File: src/rtl/thread_result_collector.sv
// thread_result_collector
// Collects shaded pixel results from NUM_CORES ray cores and writes them into
// a framebuffer, one pixel per grant. Cores are served round-robin; each
// accepted result is held for one write cycle (or longer while fb_busy is
// high). Results with out-of-range coordinates are dropped and flagged.
//
// Ports
//   clk, reset      : single rising-edge clock, synchronous active-high reset
//   start           : one-cycle pulse, starts (or restarts) a frame
//   core_valid/x/y/color, core_ready : per-core result handshake
//   fb_we, fb_addr, fb_data, fb_busy : framebuffer write port with stall
//   pixel_count     : pixels written in the current frame
//   frame_finished  : every pixel of the frame has been written
//   oor_error       : sticky, an out-of-range result was received
module thread_result_collector #(
    parameter int NUM_CORES = 4,
    parameter int FB_WIDTH  = 160,
    parameter int FB_HEIGHT = 120,
    parameter int COORD_W   = 16,
    parameter int ADDR_W    = 15
) (
    input  logic                         clk,
    input  logic                         reset,
    input  logic                         start,
    input  logic [NUM_CORES-1:0]         core_valid,
    input  logic [NUM_CORES*COORD_W-1:0] core_x,
    input  logic [NUM_CORES*COORD_W-1:0] core_y,
    input  logic [NUM_CORES*24-1:0]      core_color,
    output logic [NUM_CORES-1:0]         core_ready,
    output logic                         fb_we,
    output logic [ADDR_W-1:0]            fb_addr,
    output logic [23:0]                  fb_data,
    input  logic                         fb_busy,
    output logic [ADDR_W:0]              pixel_count,
    output logic                         frame_finished,
    output logic                         oor_error
);

    localparam int RR_W = (NUM_CORES > 1) ? $clog2(NUM_CORES) : 1;
    localparam logic [ADDR_W:0] TOTAL_PIX_C = (ADDR_W+1)'(FB_WIDTH * FB_HEIGHT);

    typedef enum logic [1:0] {
        IDLE    = 2'd0,
        COLLECT = 2'd1,
        WRITE   = 2'd2,
        DONE    = 2'd3
    } state_t;

    state_t              state_r;
    state_t              state_next_s;

    logic [RR_W-1:0]     rr_r;
    logic [RR_W-1:0]     rr_next_s;
    logic [RR_W-1:0]     grant_idx_s;
    logic [RR_W-1:0]     cand_s;
    logic                grant_found_s;
    logic                take_s;

    logic [COORD_W-1:0]  grant_x_s;
    logic [COORD_W-1:0]  grant_y_s;
    logic [23:0]         grant_color_s;
    logic [ADDR_W-1:0]   grant_addr_s;
    logic                grant_oor_s;

    logic [ADDR_W-1:0]   addr_r;
    logic [23:0]         data_r;
    logic                oor_hold_r;
    logic [ADDR_W:0]     pixel_count_r;
    logic [ADDR_W:0]     pixel_count_inc_s;
    logic                oor_error_r;

    logic                grant_s;
    logic                write_done_s;
    logic                oor_drop_s;
    logic                clear_s;

    // Round-robin search: first asserted core_valid at or after rr_r, wrapping.
    always_comb begin
        grant_found_s = 1'b0;
        grant_idx_s   = '0;
        cand_s        = '0;
        take_s        = 1'b0;
        for (int i = 0; i < NUM_CORES; i++) begin
            cand_s        = RR_W'((int'(rr_r) + i) % NUM_CORES);
            take_s        = core_valid[cand_s] & ~grant_found_s;
            grant_idx_s   = take_s ? cand_s : grant_idx_s;
            grant_found_s = grant_found_s | core_valid[cand_s];
        end
    end

    // Select the granted core's result and precompute its address and range check.
    always_comb begin
        grant_x_s     = core_x[int'(grant_idx_s)*COORD_W +: COORD_W];
        grant_y_s     = core_y[int'(grant_idx_s)*COORD_W +: COORD_W];
        grant_color_s = core_color[int'(grant_idx_s)*24 +: 24];
        // Only meaningful for in-range coordinates, where it cannot overflow ADDR_W.
        grant_addr_s  = ADDR_W'(32'(grant_y_s) * 32'(FB_WIDTH) + 32'(grant_x_s));
        grant_oor_s   = (32'(grant_x_s) >= 32'(FB_WIDTH)) ||
                        (32'(grant_y_s) >= 32'(FB_HEIGHT));
        rr_next_s     = (grant_idx_s == RR_W'(NUM_CORES - 1)) ? '0 : grant_idx_s + RR_W'(1);
        pixel_count_inc_s = pixel_count_r + (ADDR_W+1)'(1);
    end

    // State register.
    always_ff @(posedge clk) begin
        if (reset) begin
            state_r <= IDLE;
        end else begin
            state_r <= state_next_s;
        end
    end

    // Next-state and handshake decode; start always wins over a grant or write.
    always_comb begin
        state_next_s = state_r;
        core_ready   = '0;
        fb_we        = 1'b0;
        grant_s      = 1'b0;
        write_done_s = 1'b0;
        oor_drop_s   = 1'b0;
        clear_s      = 1'b0;
        if (reset) begin
            state_next_s = IDLE;
        end else begin
            case (state_r)
                IDLE, DONE: begin
                    if (start) begin
                        clear_s      = 1'b1;
                        state_next_s = COLLECT;
                    end else begin
                        state_next_s = state_r;
                    end
                end
                COLLECT: begin
                    if (start) begin
                        clear_s      = 1'b1;
                        state_next_s = COLLECT;
                    end else if (grant_found_s) begin
                        grant_s                 = 1'b1;
                        core_ready[grant_idx_s] = 1'b1;
                        state_next_s            = WRITE;
                    end else begin
                        state_next_s = COLLECT;
                    end
                end
                WRITE: begin
                    if (start) begin
                        clear_s      = 1'b1;
                        state_next_s = COLLECT;
                    end else if (oor_hold_r) begin
                        // Out-of-range result: spend the slot without writing.
                        oor_drop_s   = 1'b1;
                        state_next_s = COLLECT;
                    end else begin
                        fb_we = 1'b1;
                        if (!fb_busy) begin
                            write_done_s = 1'b1;
                            state_next_s = (pixel_count_inc_s == TOTAL_PIX_C) ? DONE : COLLECT;
                        end else begin
                            state_next_s = WRITE;
                        end
                    end
                end
                default: begin
                    state_next_s = IDLE;
                end
            endcase
        end
    end

    // Holding register, round-robin pointer, pixel counter and sticky error.
    always_ff @(posedge clk) begin
        if (reset) begin
            rr_r          <= '0;
            addr_r        <= '0;
            data_r        <= '0;
            oor_hold_r    <= 1'b0;
            pixel_count_r <= '0;
            oor_error_r   <= 1'b0;
        end else if (clear_s) begin
            rr_r          <= '0;
            oor_hold_r    <= 1'b0;
            pixel_count_r <= '0;
            oor_error_r   <= 1'b0;
        end else if (grant_s) begin
            addr_r     <= grant_addr_s;
            data_r     <= grant_color_s;
            oor_hold_r <= grant_oor_s;
            rr_r       <= rr_next_s;
        end else if (write_done_s) begin
            pixel_count_r <= pixel_count_inc_s;
        end else if (oor_drop_s) begin
            oor_error_r <= 1'b1;
            oor_hold_r  <= 1'b0;
        end
    end

    assign fb_addr        = addr_r;
    assign fb_data        = data_r;
    assign pixel_count    = pixel_count_r;
    assign oor_error      = oor_error_r;
    assign frame_finished = (state_r == DONE);

endmodule

File: config.mk
export PLATFORM = sky130hd
export DESIGN_NAME = thread_result_collector
export DESIGN_NICKNAME = d
export VERILOG_FILES = /design/src/rtl/thread_result_collector.sv
export SDC_FILE = /design/constraint.sdc
export NUM_CORES = 1
export LEC_CHECK = 0
export ABC_CLOCK_PERIOD_IN_PS = 6300
export CAP_MARGIN = 0
export CORE_MARGIN = 2
export CORE_UTILIZATION = 39
export DETAILED_ROUTE_END_ITERATION = 8
export MAX_ROUTING_LAYER = met4
export PLACE_DENSITY_LB_ADDON = 0.25
export SLEW_MARGIN = 20
export SYNTH_ARGS = -nofsm -noshare
export SYNTH_HDL_FRONTEND = slang
export SYNTH_SLANG_ARGS = --single-unit
export TNS_END_PERCENT = 20
File: constraint.sdc
create_clock -name clk -period 6.3 [get_ports clk]
set_clock_uncertainty 0.15 [all_clocks]
set_input_delay 1.26 -clock clk [delete_from_list [all_inputs] [get_ports clk]]
set_output_delay 1.26 -clock clk [all_outputs]
set_load 0.02 [all_outputs]
==> results.md, run 1 <==
Finish:
- The share of post-route cells with drive strength above 1 is 0.0527.
- The area overhead of the layout relative to synthesis is 65.6%.
- In the final design database the tool counted ~1300 nets.
- The number of inserted diodes is 0.
- In the layout the commonest cells are sky130_fd_sc_hd__clkdlybuf4s50_1 (292), sky130_fd_sc_hd__nand2_1 (187), sky130_fd_sc_hd__nand3_1 (108), sky130_fd_sc_hd__dfxtp_1 (61), sky130_fd_sc_hd__a21oi_1 (50).
- The library cell used most frequently in the layout, excluding fill and tap cells, is sky130_fd_sc_hd__clkdlybuf4s50_1.

Floorplanning:
- The die outline area is between 0.01 and 0.015 mm².
- The total core area is around 0.013 mm².
- The horizontal die dimension is 118 µm.
- The number of standard-cell rows in the floorplan is between 40 and 50.
- For this configuration, the core starts out at a cell density of 0.400.
- The number of top-level pins is 294.
- From bottom edge to top edge, the die measures 118 µm.

Pwr:
- In this run the static leakage power is ~3.2 nW.
- Across the VDD grid, the largest voltage drop is between 0.1 and 0.15 mV.
- Dividing total power by cell area gives a power density of 232 mW/mm².
- Total power for the finished layout comes to between 1.5 and 2 mW.

Synthesis:
- The synthesized area divided by synthesized cell count is around 7 µm².
- Of the synthesized area, sequential elements account for 0.241.
- The prevailing post-synth register cell is sky130_fd_sc_hd__dfxtp_1.
- Of the total synthesized cell area, the portion taken by AND, OR, NAND and NOR gates is 0.366.
- Synthesis inferred just over 60 register bits.
- The synthesized design contains 0 enable-type register cells.
- In this run the cell area of the synthesized design comes to slightly above 0.005 mm².
- For this run, the number of Yosys warnings is 0.
- Of the post-synthesis cell area, the part taken by muxes is 0.0825.
- The biggest area contributor in the post-synthesis netlist is sky130_fd_sc_hd__dfxtp_1.
- The distinct cell type count of the synthesized netlist is 64.
- The fraction of synthesis flops using an asynchronous set or reset pin is 0.
- After synthesis, the largest family of logic cells by area is simple AND/OR/NAND/NOR gates.
- Of the post-synthesis cell area, the dominant cell type holds 0.241.
- The post-synthesis share of cell area spent on full adders, half adders and majority gates is 0.0697.
- Of the total synthesized cell area, the portion taken by XOR and XNOR cells is 0.0450.
- In the post-synthesis netlist, the biggest area contributors are sky130_fd_sc_hd__dfxtp_1 (24%), sky130_fd_sc_hd__nand2_1 (14%), sky130_fd_sc_hd__nand3_1 (11%), sky130_fd_sc_hd__mux2i_1 (6.9%), sky130_fd_sc_hd__ha_1 (6.2%).
- The fraction of the mapped netlist area in compound gates is 0.138.
- The post-synth net total is 989.
- The gate count of the mapped netlist is 730.

Job:
- Max-cap violations in this run came to 0.

STA:
- The number of max-slew violations in the final report is 0.
- Setup repair after global routing left no endpoint under its margin.
- The number of failing hold endpoints at the final stage is 0.
- Setup violations remaining at the end of the flow were counted as 0.
- For the pin with the worst max-slew slack, the measured transition is between 0.6 and 0.7 ns.
- Subtracting the final worst setup slack from the clock period gives between 5 and 6 ns.
- The total negative slack is 0 ns.
- The achievable frequency is between 0.15 and 0.2 GHz.
- In this run the tightest slew margin relative to its limit is 0.526.
- The post-route fraction of the period consumed by the critical path is 0.874.

Critical path:
- For the worst flop-to-flop path, the logic depth is 17.
- In this run the critical register-to-register path is launched from rr_r[1].
- The critical path class is in2reg.
- Among all stages on the critical path, the largest delay is contributed by sky130_fd_sc_hd__a2111oi_0.
- STA classifies the critical path startpoint as an input pin.
- Traced cell by cell, the critical path runs through clkdlybuf4s50_1, nor2b_2, a211oi_4, nor2_4, buf_12, mux2i_1, mux2_2, xor2_1, ha_1, a21o_1, a21oi_1, xnor2_1, ha_1, a2111oi_0, o31ai_1, nand2_1, a21oi_1, a211oi_2.
- The required time reported for the critical path endpoint is between 6 and 7 ns.
- The slack of the worst reg-to-reg path is 1.87 ns.
- The largest stage delay on the critical path is approximately 0.63 ns.
- For the worst setup path, the data arrival time is between 5 and 6 ns.
- The endpoint of the worst-slack reg-to-reg timing path is fb_addr[14].
- Along the worst path, the maximum fanout reaches 67.
- STA classifies the critical path endpoint as a flop.

Global route:
- The number of global-route vias before repair is roughly 5900.
- The wire length of the first global-routing pass is about 29 mm.
- The final global-route overflow total is 0.
- The maximum number of pins on one net before global-route repair is 68.
- The overall global routing resource usage is 0.261.
- The initial antenna violation count came to 0.

Clocking:
- The number of buffers on the longest clock path is 2.
- The H-tree depth reported by CTS is 3.
- TritonCTS built the clock tree.
- CTS placed an instance of sky130_fd_sc_hd__clkbuf_16 at the clock tree root.
- The count of hold buffers inserted by post-cts repair is 0.
- The post-CTS setup repair buffer count is 0.
- The number of clock sinks is 61.
- The clock reaches the later pin of the worst-skew pair after around 0.32 ns.
- The clock-pin slew of the registers on the worst-case setup and hold paths is about 0.050 ns.
- Gates resized during post-CTS repair numbered 0.
- Clock tree synthesis inserted a total of 9 buffers.

Routing:
- The routed via count divided by cell count is about 5.
- The detail route stage leaves a number of antenna-violating nets equal to 0.
- The vias after detailed routing is 6010.
- The number of search-and-repair iterations in the first detailed-routing pass is 5.
- The average wire per standard cell is 15.3 µm.
- The detailed router's first-iteration violation count is about 310.
- The number of remaining DRC errors is 0.
- For this block, the routed nets add up to 18.0 mm of wire.

Run status:
- The flow ran to the end, and the final reports show no timing, DRC or antenna violations.

Worst hold path:
- The endpoint with the worst hold slack is fb_data[18].
- The class of the most critical hold timing path is reg2reg.
- The worst hold path was traced through 2 stages.
- In this run the most critical hold path is launched from fb_data[18].

Placement:
- The final estimated routing congestion in global placement is 0.859.
- The estimated wirelength of the detail-placed design is 14.1 mm.
- Port buffering added between 200 and 300 buffers.
==> layout make-up <==
type / count / area [µm²]
tap: 172 / 215
inverter: 19 / 71.3
sequential: 61 / 1220
clock buffer: 10 / 239
timing repair buffer: 304 / 3020
clock inverter: 6 / 62.6
fill: 1155 / 4280
multi-input combinational: 606 / 3560
==> cell families after synthesis <==
family	Yosys count
adders and majority gates	27
xor gates and xnor gates	26
buffers and inverters	63
AOI/OAI and AO/OA	111
muxes	41
and+or+nand+nor	401
DFF	61
==> Yosys cell counts, drive strengths merged, types with 2 or more instances <==
| cell type | count |
|---|---|
| o21a | 4 |
| inv | 19 |
| nor4b | 2 |
| a31oi | 3 |
| nand3 | 108 |
| nor4 | 6 |
| and2 | 5 |
| buf | 22 |
| o311ai | 2 |
| a211oi | 5 |
| a311oi | 3 |
| nor3 | 15 |
| o31ai | 3 |
| o21bai | 2 |
| xnor2 | 12 |
| a21oi | 50 |
| a221oi | 2 |
| a21o | 3 |
| nor2b | 6 |
| mux2i | 35 |
| dfxtp | 61 |
| or3 | 3 |
| clkbuf | 22 |
| fa | 2 |
| xor2 | 14 |
| nor2 | 38 |
| o21ai | 22 |
| o211ai | 2 |
| nor3b | 3 |
| and3 | 12 |
| nand3b | 4 |
| ha | 25 |
| a21boi | 2 |
| nand2b | 2 |
| nand4 | 4 |
| a211o | 3 |
| mux2 | 6 |
| nand2 | 188 |
==> registers in the layout (all words and copies together), names as in the netlist <==
signal	flops
fb_addr	15
oor_error	1
rr_r	2
state_r	2
oor_hold_r	1
pixel_count	16
fb_data	24
==> worst max-delay path: cells and delay by family <==
kind | cells | cell delay, ns
AO/OA/AOI/OAI | 7 | 1.82
XOR/XNOR | 2 | 0.37
adder cells (fa/ha/maj) | 2 | 0.51
buffers and inverters | 2 | 0.80
multiplexers | 2 | 0.48
AND/OR/NAND/NOR | 3 | 0.30
==> stage by stage <==
stage / hold WS [ns] / utilization / area [µm²] / setup slack [ns] / std cells
4_1_cts: 0.302 / 0.662 / 8390 / 0.824 / 1178
5_1_grt: 0.320 / 0.662 / 8390 / 0.379 / 1178
2_1_floorplan: 0.336 / - / 5060 / 1.35 / 730
3_5_place_dp: 0.295 / 0.638 / 8090 / 0.525 / 1162
3_3_place_gp: 0.289 / 0.638 / 8090 / 0.613 / 1162
6_report: 0.301 / 0.662 / 8390 / 0.794 / 1178
==> power by group <==
part | total [mW] | switching, mW | internal, mW
Combinational | 0.988 | 0.513 | 0.475
Sequential | 0.464 | 0.0283 | 0.436
Clock | 0.491 | 0.176 | 0.315
==> worst max path at each step <==
stage                        startpoint            end  slack [ns]
after floorplan           core_valid[2]    fb_addr[12]        1.35
after global placement    core_valid[1]    fb_addr[14]        0.61
after detailed placement  core_valid[1]    fb_addr[14]        0.52
after CTS                 core_valid[2]  core_ready[3]        0.82
after global routing      core_valid[1]    fb_addr[14]        0.38
final                     core_valid[1]    fb_addr[14]        0.79
==> routing by layer <==
layer	share of wire	vias up	global-route usage
li1	-	3075	-
met1	0.43	2698	0.304
met2	0.49	209	0.449
met3	0.056	28	0.0562
met4	0.024	0	0.0768
met5	0	-	-
Power figures use the tool's default switching activity.
==> inputs of run 2 (changes only) <==
--- a/config.mk
+++ b/config.mk
@@ -12,6 +12,7 @@
 export DETAILED_ROUTE_END_ITERATION = 8
 export MAX_ROUTING_LAYER = met4
 export PLACE_DENSITY_LB_ADDON = 0.25
+export SKIP_CTS_REPAIR_TIMING = 1
 export SLEW_MARGIN = 20
 export SYNTH_ARGS = -nofsm -noshare
 export SYNTH_HDL_FRONTEND = slang
==> results of run 2 <==
The final DEF is identical to that of run 1; final timing and power are the same.
==> inputs of run 3 (changes only) <==
--- a/config.mk
+++ b/config.mk
@@ -7,7 +7,6 @@
 export LEC_CHECK = 0
 export ABC_CLOCK_PERIOD_IN_PS = 6300
 export CAP_MARGIN = 0
-export CORE_MARGIN = 2
 export CORE_UTILIZATION = 39
 export DETAILED_ROUTE_END_ITERATION = 8
 export MAX_ROUTING_LAYER = met4
==> run 3 against run 2 <==
Net effect: register-to-register slack improved by 0.06 ns; combinational power about the same; global-route usage grew 1.3 points; non-clock buffer count is the same; sequential share of layout area barely moved; clock-buffer cell count unchanged; maximum frequency decreased by 1.9%; wire length shrank 2.1%; die area decreased by 3.4%; sequential cell count unchanged; via count barely moved.
==> results.md, run 3 (synthesis results as in run 1) <==
Finish:
- The share of post-route cells with drive strength above 1 was 0.0517 (was 0.0527).
- The leading cell type in the layout, fill and taps excluded is sky130_fd_sc_hd__clkdlybuf4s50_1 (unchanged).
- The footprint of the multi-input gates is 0.00356 mm² (unchanged).
- The final net count came to 1260 (unchanged).
- The area overhead of the layout relative to synthesis was 65.7% (was 65.6%).
- The sequential cell area came to 0.00122 mm² (unchanged).
- Commonest non-fill, non-tap cells in the layout: sky130_fd_sc_hd__clkdlybuf4s50_1 (292), sky130_fd_sc_hd__nand2_1 (187), sky130_fd_sc_hd__nand3_1 (108), sky130_fd_sc_hd__dfxtp_1 (61), sky130_fd_sc_hd__a21oi_1 (50) (unchanged).
- The layout filler cell count came to 1202 (was 1155).
- The number of flip-flops in the largest register is 24 (unchanged).
- The number of inserted diodes is 0 (unchanged).

Job:
- The count of maximum capacitance violations is 0 (unchanged).

Routing:
- The vias after detailed routing is 6015 (was 6010).
- The routed via count divided by cell count is 5.11 (was 5.10).
- The remaining antenna violation count after routing was 0 (unchanged).
- The number of search-and-repair iterations in the first detailed-routing pass is 5 (unchanged).
- The total length of routed wires is 17.7 mm (was 18.0 mm).
- The average wire per standard cell was 15.0 µm (was 15.3 µm).
- The detailed router's first-iteration violation count came to 402 (was 307).
- The number of remaining DRC errors came to 0 (unchanged).

Run status:
- Result of the run: finished clean (unchanged).

Floorplanning:
- The die outline area came to 0.0134 mm² (was 0.0139 mm²).
- The number of standard-cell rows in the floorplan is 41 (unchanged).
- The number of top-level pins is 294 (unchanged).
- The total core area is 0.0126 mm² (was 0.0127 mm²).
- The starting density of the core is 0.401 (was 0.400).
- The vertical die dimension is 116 µm (was 118 µm).
- The horizontal die dimension came to 116 µm (was 118 µm).

Critical path:
- The start point of the critical path is core_valid[1] (unchanged).
- The worst reg-to-reg path cell count is 17 (unchanged).
- The arrival time reported for the critical path endpoint came to 4.20 ns (was 5.60 ns).
- The required time reported for the critical path endpoint is 4.89 ns (was 6.40 ns).
- The critical path class is in2out (was in2reg).
- The termination of the worst setup path is core_ready[1] (was fb_addr[14]).
- The element type at the critical path start is an input pin (unchanged).
- The critical-path maximum fanout is 60 (was 67).
- The slack of the worst reg-to-reg path is 1.93 ns (was 1.87 ns).
- The kind of end point of the critical path is an output port (was flop).
- The endpoint of the worst-slack reg-to-reg timing path was fb_addr[14] (unchanged).
- The launching point of the worst reg2reg path is rr_r[0] (was rr_r[1]).

Clocking:
- The number of clock sinks was 61 (unchanged).
- The number of buffers created by CTS came to 9 (unchanged).
- The master cell of the clock root buffer is sky130_fd_sc_hd__clkbuf_16 (unchanged).
- The clock tree from TritonCTS is built (unchanged).
- The H-tree depth reported by CTS is 3 (unchanged).
- The clock-pin slew of the registers on the worst-case setup and hold paths came to 0.05 ns (about the same).
- The number of buffers on the longest clock path is 2 (unchanged).
- The clock latency on the worst-skew pair is 0.31 ns (was 0.32 ns).

Placement:
- The estimated wirelength of the detail-placed design was 13.9 mm (was 14.1 mm).
- The setup slack at placement is 0.528 ns (was 0.525 ns).
- The count of input and output buffers is 293 (unchanged).
- The final estimated routing congestion in global placement is 0.866 (was 0.859).

Global route:
- The maximum number of pins on one net before global-route repair is 61 (was 68).
- The overall global routing resource usage was 0.274 (was 0.261).
- The initial antenna violation count came to 0 (unchanged).
- The number of global-route vias before repair is 5737 (was 5926).
- The final global-route overflow total was 0 (unchanged).
- The wire length of the first global-routing pass came to 28.0 mm (was 29.0 mm).

STA:
- The final worst slack is 0.690 ns (was 0.794 ns).
- The final critical-path required period is 5.61 ns (was 5.51 ns).
- The number of failing hold endpoints at the final stage was 0 (unchanged).
- Setup repair after global routing missed its margin: no (unchanged).
- The final count of negative-setup-slack endpoints is 0 (unchanged).
- The worst slew margin relative to its limit is 0.500 (was 0.526).
- The total negative slack is 0 ns (unchanged).
- The achievable frequency was 0.178 GHz (was 0.182 GHz).
- The post-route fraction of the period consumed by the critical path is 0.890 (was 0.874).
- The pin slew with the least headroom to its limit is 0.731 ns (was 0.693 ns).
- The number of max-slew violations in the final report is 0 (unchanged).

Pwr:
- The leakage component of the power is 3.19 nW (was 3.18 nW).
- The maximum ir drop on the vdd rail came to 0.162 mV (was 0.134 mV).
- The total power draw is 1.96 mW (was 1.94 mW).
- The power density over cell area is 233 mW/mm² (was 232 mW/mm²).

Worst hold path:
- The instance count along the most critical hold path is 2 (unchanged).
- The hold path startpoint is fb_data[11] (was fb_data[18]).
- The class of the most critical hold timing path is reg2reg (unchanged).
[run 3: where the power goes]
| group | internal [mW] | switching [mW] |
|---|---|---|
| Combinational | 0.473 | 0.512 |
| Sequential | 0.436 | 0.0282 |
| Clock | 0.345 | 0.166 |
| Total | 1.25 | 0.706 |
[run 3: per-layer routing]
metal	wire [µm]	vias to the layer above	part of all wire	GRT usage
met5	0	-	0	-
met4	258	0	0.015	0.0632
met3	842	18	0.048	0.0450
met2	8900	185	0.50	0.473
met1	7660	2734	0.43	0.331
li1	-	3078	-	-
[run 3: per-stage QoR]
step / instance area, µm² / util / instances / hold slack, ns
6_report: 8390 / 0.665 / 1178 / 0.300
3_3_place_gp: 8080 / 0.640 / 1162 / 0.290
3_5_place_dp: 8080 / 0.640 / 1162 / 0.294
2_1_floorplan: 5060 / - / 730 / 0.336
5_1_grt: 8390 / 0.665 / 1178 / 0.319
4_1_cts: 8390 / 0.665 / 1178 / 0.300
[run 3: critical path, stage by stage]
cell	delay (ns)
sky130_fd_sc_hd__clkdlybuf4s50_1	0.60
sky130_fd_sc_hd__nor2b_2	0.12
sky130_fd_sc_hd__a211oi_4	0.36
sky130_fd_sc_hd__nor2_4	0.15
sky130_fd_sc_hd__inv_2	0.19
sky130_fd_sc_hd__buf_4	0.52
sky130_fd_sc_hd__ha_1	0.24
sky130_fd_sc_hd__and2_1	0.13
sky130_fd_sc_hd__clkdlybuf4s50_1	0.60
[run 3: final cells by class]
class,instances,share of cell area
multi-input cells,606,0.424
repair buffers,304,0.359
flip-flops and latches,61,0.146
clock buffers,10,0.0273
well taps,172,0.0256
clock inverters,6,0.0104
inverters,19,0.00850
[run 3: worst min path at each step]
stage / endpoint / slack [ns]
global placement: fb_addr[7] / 0.29
floorplan: rr_r[1] / 0.34
detailed placement: fb_addr[7] / 0.29
CTS: fb_addr[7] / 0.30
finish: fb_data[11] / 0.30
global route: fb_data[11] / 0.32
